File: config.mk
export PLATFORM = sky130hd
export DESIGN_NAME = pipeline_ctrl
export DESIGN_NICKNAME = d
export VERILOG_FILES = /design/src/rtl/pipeline_ctrl.sv
export SDC_FILE = /design/constraint.sdc
export NUM_CORES = 1
export LEC_CHECK = 0
export CAP_MARGIN = 40
export CELL_PAD_IN_SITES_DETAIL_PLACEMENT = 0
export CELL_PAD_IN_SITES_GLOBAL_PLACEMENT = 1
export CORE_ASPECT_RATIO = 0.7
export CORE_MARGIN = 2
export CORE_UTILIZATION = 42
export DETAILED_ROUTE_END_ITERATION = 16
export PLACE_DENSITY_LB_ADDON = 0.08
export SYNTH_ARGS = -nofsm -noshare
export SYNTH_HDL_FRONTEND = slang
export SYNTH_SLANG_ARGS = --single-unit
File: constraint.sdc
create_clock -name CK -period 4.2 [get_ports CK]
set_input_delay 0.84 -clock CK [delete_from_list [all_inputs] [get_ports CK]]
set_output_delay 0.84 -clock CK [all_outputs]
set_load 0.01 [all_outputs]
File: src/rtl/pipeline_ctrl.sv
// Stall/flush sequencer for the 5-stage core: generates the register enables and
// bubble requests, sequences the boot delay and the halt drain, and counts stalls and flushes.
module pipeline_ctrl #(
  parameter int unsigned BOOT_CYCLES = 4,
  parameter int unsigned CNT_W       = 32
) (
  input  logic             CK,
  input  logic             RESET,
  input  logic             imem_valid,
  input  logic             dmem_busy,
  input  logic             load_use,
  input  logic             branch_taken,
  input  logic             halt_req,
  output logic             en_pc,
  output logic             en_ifid,
  output logic             en_idex,
  output logic             en_exmem,
  output logic             en_memwb,
  output logic             bubble_ifid,
  output logic             bubble_idex,
  output logic [1:0]       state_o,
  output logic             halted,
  output logic [CNT_W-1:0] stall_cnt,
  output logic [CNT_W-1:0] flush_cnt
);

  localparam int unsigned BW = (BOOT_CYCLES > 1) ? $clog2(BOOT_CYCLES) : 1;
  localparam logic [BW-1:0] BOOT_INIT = BW'(BOOT_CYCLES - 1);
  localparam logic [1:0]    DRAIN_INIT = 2'd3;

  typedef enum logic [1:0] {
    BOOT   = 2'b00,
    RUN    = 2'b01,
    DRAIN  = 2'b10,
    HALTED = 2'b11
  } state_t;

  state_t           r_state;
  state_t           w_state_next;
  logic [BW-1:0]    r_boot_cnt;
  logic [BW-1:0]    w_boot_next;
  logic [1:0]       r_drain_cnt;
  logic [1:0]       w_drain_next;
  logic [CNT_W-1:0] r_stall_cnt;
  logic [CNT_W-1:0] r_flush_cnt;
  logic             w_stall_inc;
  logic             w_flush_inc;

  always_ff @(posedge CK or negedge RESET) begin
    if (!RESET) begin
      r_state     <= BOOT;
      r_boot_cnt  <= BOOT_INIT;
      r_drain_cnt <= '0;
    end else begin
      r_state     <= w_state_next;
      r_boot_cnt  <= w_boot_next;
      r_drain_cnt <= w_drain_next;
    end
  end

  always_comb begin
    w_state_next = r_state;
    w_boot_next  = r_boot_cnt;
    w_drain_next = r_drain_cnt;
    w_stall_inc  = 1'b0;
    w_flush_inc  = 1'b0;
    en_pc        = 1'b0;
    en_ifid      = 1'b0;
    en_idex      = 1'b0;
    en_exmem     = 1'b0;
    en_memwb     = 1'b0;
    bubble_ifid  = 1'b0;
    bubble_idex  = 1'b0;

    unique case (r_state)
      BOOT: begin
        if (r_boot_cnt == '0) w_state_next = RUN;
        else                  w_boot_next  = r_boot_cnt - 1'b1;
      end

      RUN: begin
        // Priority order matters: a frozen EX holds branch_taken, so the redirect
        // is taken on the first unfrozen cycle.
        if (dmem_busy) begin
          w_stall_inc = 1'b1;
        end else if (branch_taken) begin
          en_pc       = 1'b1;
          en_ifid     = 1'b1;
          en_idex     = 1'b1;
          en_exmem    = 1'b1;
          en_memwb    = 1'b1;
          bubble_ifid = 1'b1;
          bubble_idex = 1'b1;
          w_flush_inc = 1'b1;
        end else if (load_use) begin
          en_idex     = 1'b1;
          en_exmem    = 1'b1;
          en_memwb    = 1'b1;
          bubble_idex = 1'b1;
          w_stall_inc = 1'b1;
        end else if (halt_req) begin
          en_ifid      = 1'b1;
          en_idex      = 1'b1;
          en_exmem     = 1'b1;
          en_memwb     = 1'b1;
          bubble_ifid  = 1'b1;
          w_state_next = DRAIN;
          w_drain_next = DRAIN_INIT;
        end else if (!imem_valid) begin
          en_ifid     = 1'b1;
          en_idex     = 1'b1;
          en_exmem    = 1'b1;
          en_memwb    = 1'b1;
          bubble_ifid = 1'b1;
          w_stall_inc = 1'b1;
        end else begin
          en_pc    = 1'b1;
          en_ifid  = 1'b1;
          en_idex  = 1'b1;
          en_exmem = 1'b1;
          en_memwb = 1'b1;
        end
      end

      DRAIN: begin
        if (dmem_busy) begin
          w_stall_inc = 1'b1;
        end else begin
          en_ifid     = 1'b1;
          en_idex     = 1'b1;
          en_exmem    = 1'b1;
          en_memwb    = 1'b1;
          bubble_ifid = 1'b1;
          bubble_idex = 1'b1;
          if (r_drain_cnt == '0) w_state_next = HALTED;
          else                   w_drain_next = r_drain_cnt - 1'b1;
        end
      end

      HALTED: begin
      end

      default: begin
        w_state_next = BOOT;
      end
    endcase
  end

  always_ff @(posedge CK or negedge RESET) begin
    if (!RESET) begin
      r_stall_cnt <= '0;
      r_flush_cnt <= '0;
    end else begin
      if (w_stall_inc && (r_stall_cnt != '1)) r_stall_cnt <= r_stall_cnt + 1'b1;
      if (w_flush_inc && (r_flush_cnt != '1)) r_flush_cnt <= r_flush_cnt + 1'b1;
    end
  end

  assign state_o   = r_state;
  assign halted    = (r_state == HALTED);
  assign stall_cnt = r_stall_cnt;
  assign flush_cnt = r_flush_cnt;

endmodule

==> run_results.csv, run 1 <==
group,metric,value,unit
placement,dp_slack,0.900,ns
placement,io_buffers,80,
final_layout,drive_gt1_frac,0.0774,
sta,rsz0062_at_grt,"false",
cts,clk_pin_slew,0.06,ns
die,num_rows,28,
critical_path,worstSetupStartpoint,"branch_taken",
critical_path,crit_arrival,2.47,ns
die,floorplan.die.width,116,um
job,max_cap_violations,0,
die,die_h,82.4,um
placement,placed_cells,556,
pwr,ir_worst_vdd,0.000333,V
cts,ctsResizeCount,0,
logic_synthesis,avgSynthCellArea,10.3,um2
grt,grt_pass1_wl,14000,um
critical_path,worst_ep_required_time,3.36,ns
logic_synthesis,ys_types,46,
sta,fin_crit,3.31,ns
sta,layout_setup_ws,0.885,ns
routing,vias,2987,
pwr,seqPwrFrac,0.372,
final_layout,final_cell_mix,"clkdlybuf4s50_1 (79), dfrtp_1 (68), xnor2_1 (39)",
pwr,p_sw_frac,0.295,
routing,viasPerCell,5.22,
placement,dp_hpwl,6160,um
pwr,powerDensity,446,nW/um2
pwr,p_int,1.55,mW
sta,tightest_slew,0.707,ns
cts,cts_inserted_buffers,9,
routing,wl,8570,um
grt,antenna_found_initial,0,
sta,skew,0.00598,ns
grt,grt_pass1_vias,2724,
die,fp.dieArea,9560,um2
sta,fmax,0.302,GHz
critical_path,critPathKind,"primary input to output port",
routing,drtAntennaViolNets,0,
die,initial_core_util,0.435,
critical_path,startpoint_type,"primary input",
grt,gr-total-overflow,0,
logic_synthesis,synth.cell_area,3690,um2
logic_synthesis,syn_nets,376,
status,status,"completed",
cts,clock_latency,0.33,ns
logic_synthesis,ys_ff_latch,70,
pwr,clockPowerShare,0.364,
cts,cts_root_buffer,"clkbuf_16",
routing,drt-initial-drc-count,176,
sta,finalHoldViolCount,0,
final_layout,layout.nets,464,
placement,place_congestion,0.776,
routing,dr.pass1.iters,4,
final_layout,instances_no_fill,572,
cts,htree_levels,3,
worst_hold_path,worstHoldPathType,"primary input to async pin",
pwr,p_leak,2.04,nW
cts,postCtsSetupBuffers,0,
sta,layout_worst_path_cycle_share,0.789,
sta,finalSetupTns,0,ns
final_layout,syn2layout_area_growth,33.9,%
sta,setup_viol,0,
critical_path,r2r_start,"state_o[0]$_DFFE_PN0P_",
routing,drc,0,
critical_path,critPathCaptureType,"output port",
logic_synthesis,synth_seq_area_share,0.475,
routing,wl_per_cell,15.0,um
logic_synthesis,ys_warn_count,0,
pwr,switching_power,651,uW
cts,ctsLongestPathBuffers,2,
logic_synthesis,netlist_instances,359,
critical_path,path_max_fanout,8,
cts,cts_tree,"done",
sta,relSlewSlack,0.524,
sta,finalMaxSlewViolations,0,
die,ioPinCount,81,
final_layout,num_antenna_cells,0,
grt,grt_max_degree,37,
die,core_area,8480,um2
cts,clkSinkCount,70,
pwr,combinationalPowerShare,0.263,
cts,cts.hold.buffers_added,0,
grt,grt_use_total,0.190,
final_layout,final_common_cell,"clkdlybuf4s50_1",
-- logic make-up after synthesis --
kind of cell	after synthesis	share of synthesized area
xor gates and xnor gates	59	0.140
AOI/OAI and AO/OA	25	0.0502
buffers and inverters	20	0.0244
muxes	7	0.0207
and+or+nand+nor	168	0.255
DFF	70	0.475
adders and majority gates	10	0.0339
-- power by group through the flow --
stage	sequential [mW]	combinational, mW	clock, mW
after floorplan	0.838	0.319	0
after global placement	0.829	0.578	0
after detailed placement	0.831	0.579	0
after CTS	0.821	0.584	0.822
after global routing	0.834	0.644	0.853
final	0.821	0.580	0.803
-- metrics by stage --
stage               area, um2  hold slack (ns)  power, mW  utilization
floorplan                3690            0.459       1.16            -
global placement         4620            0.473       1.41        0.545
detailed placement       4620            0.480       1.41        0.545
CTS                      4940            0.432       2.23        0.583
global route             4940            0.443       2.33        0.583
finish                   4940            0.429       2.20        0.583
-- registers in the layout, indices dropped and copies added (netlist names) --
signal	flops
r_drain_cnt	2
flush_cnt	32
state_o	2
stall_cnt	32
r_boot_cnt	2
-- final timing paths --
path	end	depth (start not counted)	slack [ns]
setup reg to reg	stall_cnt[31]$_DFFE_PN0P_	7	1.43
setup / recovery	bubble_ifid	5	0.89
hold reg to reg	r_boot_cnt[1]$_DFFE_PN1P_	2	0.48
max in group asynchronous	r_boot_cnt[1]$_DFFE_PN1P_	2	2.94
hold / removal	flush_cnt[27]$_DFFE_PN0P_	1	0.43
min in group CK	r_boot_cnt[1]$_DFFE_PN1P_	2	0.48
-- layout make-up --
class,instances,area (um2)
inverters,14,52.6
well taps,120,150
clock inverters,3,40.0
flip-flops and latches,70,1750
fillers,792,3540
clock buffers,13,280
repair buffers,83,818
multi-input cells,269,1850
-- critical path, cell delays in order --
cell and delay, ns:
clkdlybuf4s50_1 0.61, o21ai_0 0.12, a21oi_1 0.21, o31a_1 0.16
clkdlybuf4s50_1 0.53
-- Yosys cell counts (all sizes together) --
| master | count | area, um2 |
|---|---|---|
| a2111oi | 1 | 15.0 |
| a31oi | 3 | 18.8 |
| or4 | 4 | 37.5 |
| o31a | 2 | 17.5 |
| nor2 | 19 | 71.3 |
| nor4b | 1 | 8.76 |
| o21bai | 1 | 7.51 |
| a211oi | 1 | 7.51 |
| mux2 | 5 | 56.3 |
| a21oi | 3 | 15.0 |
| or4b | 3 | 30.0 |
| nand3 | 32 | 160 |
| o31ai | 2 | 20.0 |
| nand2 | 28 | 105 |
| nor3b | 1 | 7.51 |
| or3 | 4 | 25.0 |
| a32oi | 1 | 8.76 |
| nor4 | 15 | 93.8 |
| and2 | 3 | 18.8 |
| o21a | 3 | 22.5 |
| or2 | 2 | 12.5 |
| buf | 6 | 37.5 |
| and3 | 10 | 62.6 |
| o21ai | 4 | 20.0 |
| xnor2 | 39 | 342 |
| nor3 | 13 | 70.1 |
| mux2i | 2 | 20.0 |
| and4 | 4 | 35.0 |
| ha | 10 | 125 |
| dfstp | 2 | 52.6 |
| nand4 | 20 | 140 |
| and3b | 1 | 8.76 |
| nor2b | 2 | 12.5 |
| nand2b | 3 | 18.8 |
| a32o | 1 | 10.0 |
| o211ai | 3 | 22.5 |
| xor2 | 20 | 175 |
| dfrtp | 68 | 1700 |
| nand3b | 2 | 15.0 |
| inv | 14 | 52.6 |
| nand4b | 1 | 8.76 |
-- per-layer routing --
metal,global-route usage,up-vias,part of all wire
li1,-,1466,-
met1,0.304,1444,0.54
met2,0.242,72,0.39
met3,0.0664,5,0.054
met4,0.0357,0,0.0084
met5,0,-,0
No activity file was read; power rests on OpenSTA's default activity.
==> run 2: changes to the inputs <==
Settings changed: CORE_UTILIZATION 42 to 39.
Clock period 4.2 ns to 3.42 ns, I/O delays scaled along.
==> run 2 against run 1 <==
Compared with the run above:
- via count increased by 2.1%
- first-iteration DRC count increased by 1.1%
- flip-flop and latch count unchanged
- clock power increased by 24%
- critical endpoint unchanged
- highest routed layer unchanged
==> run_results.csv, run 2 (synthesis results as in run 1) <==
group,metric,value,unit
status,status,"completed",
cts,ctsLongestPathBuffers,2,
sta,fmax,0.335,GHz
critical_path,crit_arrival,2.30,ns
die,ioPinCount,81,
die,initial_core_util,0.404,
grt,grt_use_total,0.188,
cts,cts_inserted_buffers,9,
sta,finalSetupTns,0,ns
cts,htree_levels,3,
grt,antenna_found_initial,0,
final_layout,final_cell_mix,"clkdlybuf4s50_1 (79), dfrtp_1 (68), xnor2_1 (39)",
pwr,powerDensity,549,nW/um2
cts,cts_tree,"done",
sta,rsz0062_at_grt,"false",
sta,tightest_slew,0.689,ns
cts,postCtsSetupBuffers,0,
sta,finalMaxSlewViolations,0,
critical_path,crit_chain,"inv_1 > ha_1 > o21ai_0 > a21oi_1 > o31a_1 > clkdlybuf4s50_1",
grt,grt_pass1_vias,2890,
cts,cts_root_buffer,"clkbuf_16",
sta,setup_viol,0,
die,floorplan.die.width,120,um
critical_path,critPathKind,"register to output port",
die,fp.dieArea,10300,um2
routing,dr.pass1.iters,4,
cts,cts.hold.buffers_added,0,
sta,relSlewSlack,0.536,
pwr,ir_worst_vdd,0.000254,V
routing,wl,8930,um
placement,dp_hpwl,6510,um
critical_path,worst_ep_required_time,2.74,ns
final_layout,syn2layout_area_growth,34.5,%
worst_hold_path,worstHoldPathType,"primary input to async pin",
sta,layout_worst_path_cycle_share,0.872,
critical_path,path_max_fanout,11,
placement,place_congestion,0.764,
job,max_cap_violations,0,
routing,drc,0,
cts,clk_pin_slew,0.06,ns
critical_path,worstSetupStartpoint,"state_o[1]$_DFFE_PN0P_",
placement,io_buffers,80,
routing,viasPerCell,5.29,
final_layout,nFillCells,839,
critical_path,startpoint_type,"register",
critical_path,critPathCaptureType,"output port",
die,core_area,9140,um2
cts,clock_latency,0.33,ns
final_layout,final_common_cell,"clkdlybuf4s50_1",
critical_path,crit_slowest_cell,"clkdlybuf4s50_1",
pwr,p_leak,2.05,nW
routing,vias,3051,
pwr,finalPower,2.72,mW
critical_path,r2r_cells,7,
critical_path,r2r_start,"state_o[0]$_DFFE_PN0P_",
sta,finalHoldViolCount,0,
die,num_rows,29,
critical_path,slowest_delay,0.53,ns
final_layout,layout.nets,465,
critical_path,r2r_slack,0.62,ns
routing,wl_per_cell,15.5,um
final_layout,drive_gt1_frac,0.0751,
routing,drtAntennaViolNets,0,
sta,fin_crit,2.98,ns
routing,drt-initial-drc-count,178,
sta,skew,0.00631,ns
die,die_h,85.4,um
final_layout,num_antenna_cells,0,
cts,clkSinkCount,70,
grt,grt_max_degree,34,
cts,ctsResizeCount,0,
grt,gr-total-overflow,0,
grt,grt_pass1_wl,15300,um
run 2: changes by cell type in the layout (fill, tap and decap cells not counted):
cell,before,now
clkbuf_8,4,1
bufinv_16,1,2
clkbuf_1,0,2
buf_12,0,1
run 2: path summary, 6_finish.rpt:
check / to
min in group CK: r_boot_cnt[1]$_DFFE_PN1P_
max: bubble_ifid
max in group asynchronous: flush_cnt[18]$_DFFE_PN0P_
min reg2reg: r_boot_cnt[1]$_DFFE_PN1P_
min: flush_cnt[28]$_DFFE_PN0P_
max reg2reg: stall_cnt[23]$_DFFE_PN0P_
run 2: cell type report:
class,count,area [um2],area share
Sequential cell,70,1750,0.354
Clock inverter,4,70.1,0.0141
Clock buffer,12,246,0.0497
Tap cell,124,155,0.0313
Multi-Input combinational cell,269,1850,0.372
Timing Repair Buffer,84,838,0.169
Inverter,14,52.6,0.0106
run 2: critical path, delay by kind of cell (launching register included):
family	cells	cell delay, ns
flip-flops	1	0.44
AO/OA/AOI/OAI	3	0.50
buffers and inverters	2	0.66
adder cells (fa/ha/maj)	1	0.37
run 2: layer usage:
layer,vias up,global-route usage,share of wire
met3,4,0.0517,0.052
met5,-,0,0
met2,81,0.232,0.38
met4,0,0.0507,0.0052
li1,1484,-,-
met1,1482,0.310,0.56
run 2: power by group:
group          internal, mW  leakage, nW  switching, mW  total (mW)
Sequential            0.907        0.929         0.0981        1.01
Combinational         0.362        0.960          0.362       0.723
Clock                 0.656        0.157          0.340       0.996
Total                  1.93         2.05          0.800        2.72
run 2: per-stage QoR:
stage | instances | worst slack, ns | utilization | area, um2 | hold slack, ns
final | 577 | 0.437 | 0.543 | 4960 | 0.159
after global routing | 577 | 0.213 | 0.543 | 4960 | 0.148
after CTS | 577 | 0.412 | 0.543 | 4960 | 0.149
after detailed placement | 561 | 0.403 | 0.508 | 4650 | 0.479
after global placement | 560 | 0.443 | 0.506 | 4630 | 0.471
after floorplan | 359 | 0.937 | - | 3690 | 0.388
==> run 3: changes to the inputs <==
Settings changed: SLEW_MARGIN set to 20.
==> run 3 against run 2 <==
Compared with the run above:
- sequential power is essentially flat
- sequential share of layout area grew 0.38 points
- largest power group unchanged
- largest cell class unchanged
- critical endpoint unchanged
- global-route usage shrank 0.084 points
- clock skew is essentially flat
==> run_results.csv, run 3 (synthesis results as in run 1) <==
group,metric,value,unit
routing,dr.pass1.iters,4,
routing,vias,3002,
pwr,seqPwrFrac,0.392,
cts,ctsResizeCount,0,
cts,cts_root_buffer,"clkbuf_16",
grt,gr-total-overflow,0,
die,fp.dieArea,10300,um2
die,initial_core_util,0.404,
critical_path,crit_slowest_cell,"clkdlybuf4s50_1",
routing,viasPerCell,5.20,
grt,antenna_found_initial,0,
final_layout,nFillCells,846,
critical_path,critPathKind,"primary input to output port",
final_layout,syn2layout_area_growth,33.1,%
critical_path,startpoint_type,"primary input",
routing,drtAntennaViolNets,0,
die,floorplan.die.width,120,um
final_layout,drive_gt1_frac,0.0706,
routing,wl_per_cell,15.2,um
pwr,switching_power,781,uW
cts,ctsLongestPathBuffers,2,
pwr,p_leak,2.02,nW
critical_path,r2r_slack,0.68,ns
critical_path,cp.depth,5,
die,ioPinCount,81,
critical_path,crit_buf_inv,2,
critical_path,crit_chain,"clkdlybuf4s50_1 > o21ai_0 > a21oi_1 > o31a_1 > clkdlybuf4s50_1",
sta,relSlewSlack,0.534,
sta,tightest_slew,0.694,ns
placement,io_buffers,80,
placement,place_congestion,0.764,
cts,cts_tree,"done",
pwr,ir_worst_vdd,0.000239,V
final_layout,multi_input_area,1850,um2
status,status,"completed",
worst_hold_path,worstHoldPathType,"primary input to async pin",
final_layout,final_cell_mix,"clkdlybuf4s50_1 (79), dfrtp_1 (68), xnor2_1 (39)",
critical_path,r2r_cells,7,
sta,layout_worst_path_cycle_share,0.875,
sta,finalSetupTns,0,ns
sta,finalMaxSlewViolations,0,
critical_path,worst_ep_required_time,2.74,ns
die,die_h,85.4,um
sta,fin_crit,2.99,ns
grt,grt_pass1_vias,2884,
final_layout,finish.utilization,0.537,
routing,drt-initial-drc-count,148,
placement,dp_hpwl,6470,um
cts,htree_levels,3,
final_layout,final_common_cell,"clkdlybuf4s50_1",
sta,finalHoldViolCount,0,
final_layout,layout.nets,465,
pwr,p_int,1.78,mW
cts,cts.hold.buffers_added,0,
critical_path,crit_end,"bubble_ifid",
critical_path,crit_arrival,2.31,ns
grt,grt_max_degree,30,
pwr,p_sw_frac,0.305,
cts,postCtsSetupBuffers,0,
die,core_area,9140,um2
job,max_cap_violations,0,
sta,setup_viol,0,
critical_path,path_max_fanout,8,
grt,grt_use_total,0.187,
cts,cts_inserted_buffers,9,
grt,grt_pass1_wl,15100,um
pwr,clockPowerShare,0.328,
sta,fmax,0.334,GHz
critical_path,path_delay_family,"buffers and inverters",
cts,clk_pin_slew,0.06,ns
critical_path,worstSetupStartpoint,"branch_taken",
critical_path,slowest_delay,0.60,ns
sta,skew,0.00642,ns
critical_path,critPathCaptureType,"output port",
die,num_rows,29,
pwr,combinationalPowerShare,0.279,
routing,wl,8790,um
cts,clock_latency,0.33,ns
final_layout,seq_area,1750,um2
critical_path,timing.critical_path.mode_cell,"clkdlybuf4s50_1",
critical_path,r2r_start,"state_o[0]$_DFFE_PN0P_",
pwr,powerDensity,521,nW/um2
final_layout,num_antenna_cells,0,
critical_path,rr_endpoint,"stall_cnt[23]$_DFFE_PN0P_",
routing,drc,0,
sta,rsz0062_at_grt,"false",
cts,clkSinkCount,70,
## run 3: cell type report
| type | instances | area share |
|---|---|---|
| sequential | 70 | 0.357 |
| tap | 124 | 0.0316 |
| timing repair buffer | 84 | 0.171 |
| multi-input combinational | 269 | 0.376 |
| clock inverter | 2 | 0.00204 |
| clock buffer | 14 | 0.0517 |
| inverter | 14 | 0.0107 |
## run 3: how the worst min path moves through the flow
stage | from | end | slack [ns] | depth (start not counted)
after floorplan | RESET | flush_cnt[0]$_DFFE_PN0P_ | 0.39 | 0
after global placement | r_boot_cnt[1]$_DFFE_PN1P_ | r_boot_cnt[1]$_DFFE_PN1P_ | 0.47 | 2
after detailed placement | r_boot_cnt[1]$_DFFE_PN1P_ | r_boot_cnt[1]$_DFFE_PN1P_ | 0.48 | 2
after CTS | RESET | flush_cnt[28]$_DFFE_PN0P_ | 0.19 | 1
after global routing | RESET | flush_cnt[28]$_DFFE_PN0P_ | 0.19 | 1
final | RESET | flush_cnt[28]$_DFFE_PN0P_ | 0.19 | 1
## run 3: worst register-to-register path: cells and delay by family (launching register included)
family	cells	cell delay, ns
flip-flops	1	0.45
adder cells (fa/ha/maj)	1	0.39
AND/OR/NAND/NOR	3	1.31
buffers and inverters	1	0.11
XOR/XNOR	1	0.14
AO/OA/AOI/OAI	1	0.25
## run 3: power groups by stage
stage                     Combinational, mW  Sequential (mW)  Clock [mW]
after floorplan                       0.391             1.03           0
after global placement                0.714             1.02           0
after detailed placement              0.721             1.02           0
after CTS                             0.726             1.01       0.865
after global routing                  0.808             1.03       0.907
final                                 0.715             1.00       0.840
## run 3: layer usage
metal	wire [um]	vias up	track usage
li1	-	1475	-
met1	4860	1439	0.310
met2	3300	81	0.223
met3	555	7	0.0585
met4	74	0	0.0529
met5	0	-	0
## run 3: stage by stage
stage | worst slack (ns) | instance area (um2) | total power, mW | std cells | hold WS [ns]
6_report | 0.429 | 4910 | 2.56 | 577 | 0.193
4_1_cts | 0.400 | 4910 | 2.60 | 577 | 0.189
3_5_place_dp | 0.404 | 4650 | 1.74 | 561 | 0.479
3_3_place_gp | 0.443 | 4630 | 1.73 | 560 | 0.471
5_1_grt | 0.222 | 4910 | 2.75 | 577 | 0.187
2_1_floorplan | 0.937 | 3690 | 1.42 | 359 | 0.388
